[src/rtl/mem_bus.sv]
// Single-port CPU memory bus: RAM, read-only switch port, write-only LED port, sticky error flag.
// Optional MEM_BUS_SW_SYNC_EN inserts a two-flop synchronizer on the switch inputs.
module mem_bus #(
    parameter int unsigned DATA_WIDTH = 16,
    parameter int unsigned RAM_AW     = 8
) (
    input  logic                  clk,
    input  logic                  reset,
    input  logic [1:0]            mem_cmd,
    input  logic [8:0]            mem_addr,
    input  logic [DATA_WIDTH-1:0] write_data,
    output logic [DATA_WIDTH-1:0] read_data,
    output logic                  rd_valid,
    input  logic [7:0]            sw,
    output logic [7:0]            led,
    output logic                  bus_err
);

    localparam int unsigned Depth = 1 << RAM_AW;

    typedef enum logic [1:0] {
        CmdNone  = 2'b00,
        CmdRead  = 2'b01,
        CmdWrite = 2'b10,
        CmdIll   = 2'b11
    } cmd_e;

    logic [DATA_WIDTH-1:0] ram_q [Depth];
    logic [DATA_WIDTH-1:0] read_data_q, read_data_d;
    logic                  rd_valid_q, rd_valid_d;
    logic [7:0]            led_q, led_d;
    logic                  bus_err_q, bus_err_d;
    logic                  ram_we;
    logic [7:0]            sw_value;
    logic [DATA_WIDTH-1:0] sw_word;
    logic [RAM_AW-1:0]     ram_idx;
    logic                  is_ram, is_sw, is_led;

`ifdef MEM_BUS_SW_SYNC_EN
    logic [7:0] sw_s1_q, sw_s2_q;

    always_ff @(posedge clk or posedge reset) begin
        if (reset) begin
            sw_s1_q <= '0;
            sw_s2_q <= '0;
        end else begin
            sw_s1_q <= sw;
            sw_s2_q <= sw_s1_q;
        end
    end

    assign sw_value = sw_s2_q;
`else
    assign sw_value = sw;
`endif

    always_comb begin
        sw_word      = '0;
        sw_word[7:0] = sw_value;
    end

    assign ram_idx = mem_addr[RAM_AW-1:0];
    assign is_ram  = ~mem_addr[8];
    assign is_sw   = (mem_addr == 9'h140);
    assign is_led  = (mem_addr == 9'h100);

    always_comb begin
        read_data_d = read_data_q;
        rd_valid_d  = 1'b0;
        led_d       = led_q;
        bus_err_d   = bus_err_q;
        ram_we      = 1'b0;
        case (cmd_e'(mem_cmd))
            CmdRead: begin
                rd_valid_d = 1'b1;
                if (is_ram) begin
                    read_data_d = ram_q[ram_idx];
                end else if (is_sw) begin
                    read_data_d = sw_word;
                end else begin
                    // LED port and unmapped space read back as zero
                    read_data_d = '0;
                    bus_err_d   = 1'b1;
                end
            end
            CmdWrite: begin
                if (is_ram) begin
                    ram_we = 1'b1;
                end else if (is_led) begin
                    led_d = write_data[7:0];
                end else begin
                    bus_err_d = 1'b1;
                end
            end
            CmdIll: begin
                bus_err_d = 1'b1;
            end
            default: begin
            end
        endcase
    end

    always_ff @(posedge clk or posedge reset) begin
        if (reset) begin
            read_data_q <= '0;
            rd_valid_q  <= 1'b0;
            led_q       <= '0;
            bus_err_q   <= 1'b0;
        end else begin
            read_data_q <= read_data_d;
            rd_valid_q  <= rd_valid_d;
            led_q       <= led_d;
            bus_err_q   <= bus_err_d;
        end
    end

    // RAM has no reset so its contents survive a reset pulse
    always_ff @(posedge clk) begin
        if (ram_we && !reset) begin
            ram_q[ram_idx] <= write_data;
        end
    end

    assign read_data = read_data_q;
    assign rd_valid  = rd_valid_q;
    assign led       = led_q;
    assign bus_err   = bus_err_q;

endmodule

[config.mk]
export PLATFORM = sky130hd
export DESIGN_NAME = mem_bus
export DESIGN_NICKNAME = d
export VERILOG_FILES = /design/src/rtl/mem_bus.sv
export SDC_FILE = /design/constraint.sdc
export NUM_CORES = 2
export LEC_CHECK = 0
export ABC_CLOCK_PERIOD_IN_PS = 2900
export BUFFER_PORTS_ARGS = -buffer_cell sky130_fd_sc_hd__buf_4
export CAP_MARGIN = 25
export CORE_UTILIZATION = 50
export DETAILED_ROUTE_END_ITERATION = 10
export PLACE_DENSITY_LB_ADDON = 0.08
export SLEW_MARGIN = 25
export SYNTH_ARGS = -nofsm -noshare
export SYNTH_HDL_FRONTEND = slang
export SYNTH_SLANG_ARGS = --single-unit
export TNS_END_PERCENT = 100
[constraint.sdc]
create_clock -name clk -period 2.9 [get_ports clk]
set_clock_uncertainty 0.05 [all_clocks]
set_input_delay 0.145 -clock clk [delete_from_list [all_inputs] [get_ports clk]]
set_output_delay 0.145 -clock clk [all_outputs]
set_load 0.05 [all_outputs]
== Word-level counts from Yosys, hierarchy flattened ==
Memory sizes are Yosys's and may differ from the RTL's.
Cells that the tools add are included.

* Eq/ne operators: 9
* Muxes and demuxes: 12
* Reductions and logical operators: 5

{| class="wikitable"
|+ Operators by type and width
! kind !! count
|-
| equality test 9 bit, second input constant || 2
|-
| two-way mux 16 bit || 1
|-
| two-way mux 1 bit || 9
|-
| two-way mux 8 bit || 1
|-
| inequality test 2 bit, second input constant || 4
|-
| AND reduction 5 bit || 1
|-
| equality test 2 bit, second input constant || 2
|-
| case mux 1 bit (3 select lines) || 1
|-
| AND reduction 3 bit || 1
|-
| nonzero test 3 bit || 1
|-
| equality test 2 x 1 -> 1 bit, second input constant || 1
|-
| logical AND 1 bit || 1
|-
| logical NOT 1 bit || 1
|}

* Bits in registers: 26
* RAM bits: 4096
* Bits of input ports: 37
* Output and inout port bits: 26
* Word-level logic and storage cells: 31
* Memories kept: 1

{| class="wikitable"
|+ Memory list
! name !! words !! width !! read ports !! clocked after memory_dff !! write ports !! RTL line !! RTL
|-
| ram_q || 256 || 16 || 1 || 0 || 1 || 28 || <nowiki>logic [DATA_WIDTH-1:0] ram_q [Depth];</nowiki>
|}

== Logic depth before layout (Yosys ltp) ==
* Depth after elaboration: 5
* Mapped depth: 14
* Gate-level depth less buffers: 7

== Worst setup path after synthesis ==
No wires, ideal clock.

* Path type: input -> register
* From: in mem_addr[1]
* To: mem ram_q[112][0], enable pin
* Setup time: 388 ps
* Data arrival time: 2720 ps
* Required time: 2462 ps
* Slack: -258 ps
* Cell stages on the path: 11
* Path buffers: 6
* Cells stage by stage: buf_4 buf_4 buf_2 clkinv_1 buf_1 clkbuf_1 nand2_1 nor2_1 nand2_1 clkbuf_1 nor2_1

{| class="wikitable"
|+ RTL lines
! element !! RTL line !! RTL
|-
| from (decl) || 10 || <nowiki>input logic [8:0] mem_addr,</nowiki>
|-
| to (decl) || 28 ||
|}

No word-level cell before the write port.

== Final worst setup path ==
* From: in mem_addr[2]
* To: reg read_data_q[7] (netlist: read_data[7])

* Longest elaborated chain between the ends: 3
* Elaborated cells on any way between the ends: 4
* Classes of those cells: eq/ne: 1; mux: 2; memory: 1

{| class="wikitable"
|+ RTL lines
! element !! RTL line !! RTL
|-
| branches (longest 2 deep; another with memory (256 x 16 bit)) || n/a ||
|-
| two-way mux 16 bit (*) || 76 || <nowiki>if (is_ram) begin</nowiki>
|-
| to (signal assigned) || 110 || <nowiki>read_data_q <= read_data_d;</nowiki>
|-
| to (decl) || 29 || <nowiki>logic [DATA_WIDTH-1:0] read_data_q, read_data_d;</nowiki>
|}

Every way passes the cells marked *.
A chain may end at the register's enable or synchronous reset.

==> results by group <==
Finish
  • Layout cells sized above 1: 0.375
  • Commonest non-fill, non-tap cell in the layout: edfxtp_1
  • Syn-to-layout area delta: 20.3%
  • Final net count: between 8000 and 9000
  • Most frequent cells in the layout: 4096 x edfxtp_1, 1088 x mux4_2, 797 x buf_4
  • Post-route cell area: 191000 um^2

Critical path
  • Critical Path RT: 3.74 ns
  • Crit-path max FO: 16
  • CP Launch Type: input port
  • Worst setup EP type: register
  • Critical path class: in2reg
  • Crit path DAT: approximately 3.8 ns

Die
  • I/O pin count: between 60 and 70
  • Core box area: ~320000 um^2
  • Initial Util: 0.503
  • Core Rows: roughly 210
  • Die Height: about 570 um
  • DIE WIDTH: around 570 um
  • Die area: 320000 um^2

Min path
  • HP Class: in2reg

Outcome
  • Outcome: complete, but fails checks
  • Failing checks: setup timing

CTS
  • Clk Latency, worst-skew pair: between 0.9 and 1 ns
  • H-tree Lvls: 5
  • Clock-pin slew on the worst setup and hold paths: ~0.06 ns
  • Postcts setup bufs: 0
  • Sink Count: between 4000 and 5000
  • Clock Tree Buf Depth: 4
  • Total CTS buffers: approximately 420
  • CTS tree: built
  • Root Driver: clkbuf_16

Global route
  • First-pass GRT wire length: about 650000 um
  • Largest net degree at the start of global routing: about 140
  • Remaining Overflow, GRT: 0
  • Vias in the first global route: between 80000 and 90000
  • Total track usage: 0.299
  • Antenna violations before repair: 31

Routing
  • Total number of vias: 80900
  • WL per Instance: between 30 and 40 um
  • Vias per std cell: around 6.4
  • Drt pass-1 iters: 6
  • Initial drt markers: ~11000
  • Post-route ant nets: 0
  • Routed WL: 476000 um
  • DRC viols: 0

Timing
  • Final Critical Period: 2.96 ns
  • Final setup vio count: 2
  • Max Fclk: 0.337 GHz
  • Relative slew slack: 0.232
  • Slew @ Worst Pin: 1.15 ns
  • Final worst slack: -0.0637 ns
  • Min Hold Slack: between 0.15 and 0.2 ns
  • Fin. max-slew vios: 0
  • RSZ-0062 raised after global routing: no
  • Final clock period utilization by the worst path: 1.02
  • Final Hold Fails: 0

Placed design
  • HPWL Detailed: around 300000 um
  • Final GP Congestion: 0.910
  • Port bufs: 62
  • Placed inst area: 177000 um^2

Synth
  • Post-synth EDFFs: approximately 4000
  • Yosys reg bits: 4122
  • Most used flip-flop cell after synthesis: edfxtp_1
  • Adder-Cell Fraction of Synth Area: 0
  • Mux contribution to synthesized area: 0.173
  • Largest family of logic cells by synthesized area: multiplexers
  • Yosys cell types: 68
  • Register area share after synthesis: 0.778
  • Area leader, netlist: edfxtp_1
  • Async S/R FF share, synth: 0.00631
  • Top post-synthesis cells by area: edfxtp_1 77%, mux4_2 15%, mux2i_1 1.6%, nor2_1 0.75%, a22oi_1 0.42%
  • Synth top area share: 0.774
  • Net Count, Synth: around 6900
  • Synth Area in Compound Gates: 0.0169
  • XOR/XNOR Fraction of Synth Area: 0
  • Syn avg cell area: ~23 um^2
  • Cell Area, Synth: 159000 um^2
  • Ys Warns: 0
  • Post-Syn Instances: 6909
  • Simple-gate share of the synthesized area: 0.0175

Run
  • Max Cap Viol: 0

Pwr
  • PwrDens: about 670 nW/um^2
  • LEAKAGE: between 0.06 and 0.07 uW
  • Maximum vdd drop: 0.000633 V
where the power goes:
| group | internal [uW] | switching [uW] |
|---|---|---|
| clock | 30800 | 23100 |
| combinational | 2940 | 4640 |
| sequential | 65500 | 170 |
layout make-up:
class                      instances  area (um^2)
tap                             4160         5200
clock inverter                   263         2770
fill                           22200       124000
sequential                      4122       124000
antenna                           12         30.0
inverter                          11         42.5
clock buffer                     517        11000
multi-input combinational       2379        33800
timing repair buffer            1257        14700
kinds of logic after synthesis:
kind of cell / Yosys count
AOI/OAI and AO/OA: 376
buffers and inverters: 408
DFF: 4122
muxes: 1374
and+or+nand+nor: 629
metal layers:
metal	vias to the layer above	track usage	wire [um]
met1	44000	0.427	191000
met5	-	0	27
li1	32200	-	-
met3	762	0.0464	39000
met4	4	0.120	22100
met2	3964	0.469	225000
Yosys cell counts, types with 7 or more instances:
| master | n |
|---|---|
| a41oi_1 | 7 |
| edfxtp_1 | 4096 |
| o32ai_1 | 13 |
| nor3_1 | 38 |
| inv_1 | 7 |
| nand3b_1 | 7 |
| o22ai_1 | 37 |
| nand4_1 | 12 |
| a31oi_1 | 12 |
| a21oi_1 | 56 |
| nor2_1 | 318 |
| o221ai_1 | 9 |
| nand2_1 | 119 |
| a221oi_1 | 17 |
| mux2i_1 | 251 |
| buf_2 | 111 |
| mux4_2 | 1088 |
| a211oi_1 | 18 |
| buf_1 | 30 |
| nand3_1 | 56 |
| nor4_1 | 16 |
| dfrtp_1 | 26 |
| buf_4 | 63 |
| nor2b_1 | 22 |
| o211ai_1 | 10 |
| mux2_2 | 35 |
| o21ai_0 | 37 |
| clkbuf_1 | 140 |
| a22oi_1 | 88 |
| a22o_1 | 15 |
| buf_6 | 50 |
| nand2b_1 | 12 |
sequential cells by signal, summed over array words and instances, names as in the netlist:
| register | cells |
|---|---|
| ram_q | 4096 |
| read_data | 16 |
| led | 8 |
| bus_err | 1 |
| rd_valid | 1 |
worst max-delay path, cell delays in order:
cell and delay, ns:
dlygate4sd3_1 0.56, buf_8 0.34, buf_12 0.25, and2_2 0.20, buf_12 0.15, buf_12 0.21
buf_12 0.18, a22oi_1 0.13, a21oi_1 0.44, nand3_1 0.30, a211o_1 0.53, a211oi_1 0.29
timing repair:
action,4_1_cts,5_1_grt
hold endpoints to repair,2468,0
setup endpoints to repair,2,1
cloned,0,0
hold buffers,40,0
resized for setup,2,1
metrics by stage:
stage / utilization / setup TNS, ns / power, uW / instances / setup WS, ns
global placement: 0.561 / -7.74 / 74400 / 11900 / -0.814
floorplan: - / -379.27 / 70100 / 6909 / -0.205
finish: 0.606 / -0.117 / 127000 / 12700 / -0.0637
global route: 0.606 / 0 / 130000 / 12700 / 0.000479
CTS: 0.606 / 0 / 128000 / 12700 / 0.00659
detailed placement: 0.561 / -7.51 / 74500 / 11900 / -0.708
final timing paths:
| kind | start | end | slack, ns | cells past startpoint |
|---|---|---|---|---|
| min | write_data[9] | ram_q[241][9] | 0.18 | 2 |
| max reg2reg | ram_q[251][6] | read_data[6] | 0 | 7 |
| max | mem_addr[2] | read_data[7] | -0.06 | 12 |
| max in group asynchronous | reset | read_data[5] | 1.90 | 5 |
| min reg2reg | led[1] | led[1] | 0.46 | 1 |
| min in group asynchronous | reset | bus_err | 0.42 | 5 |
(Power assumes the default switching activity.)
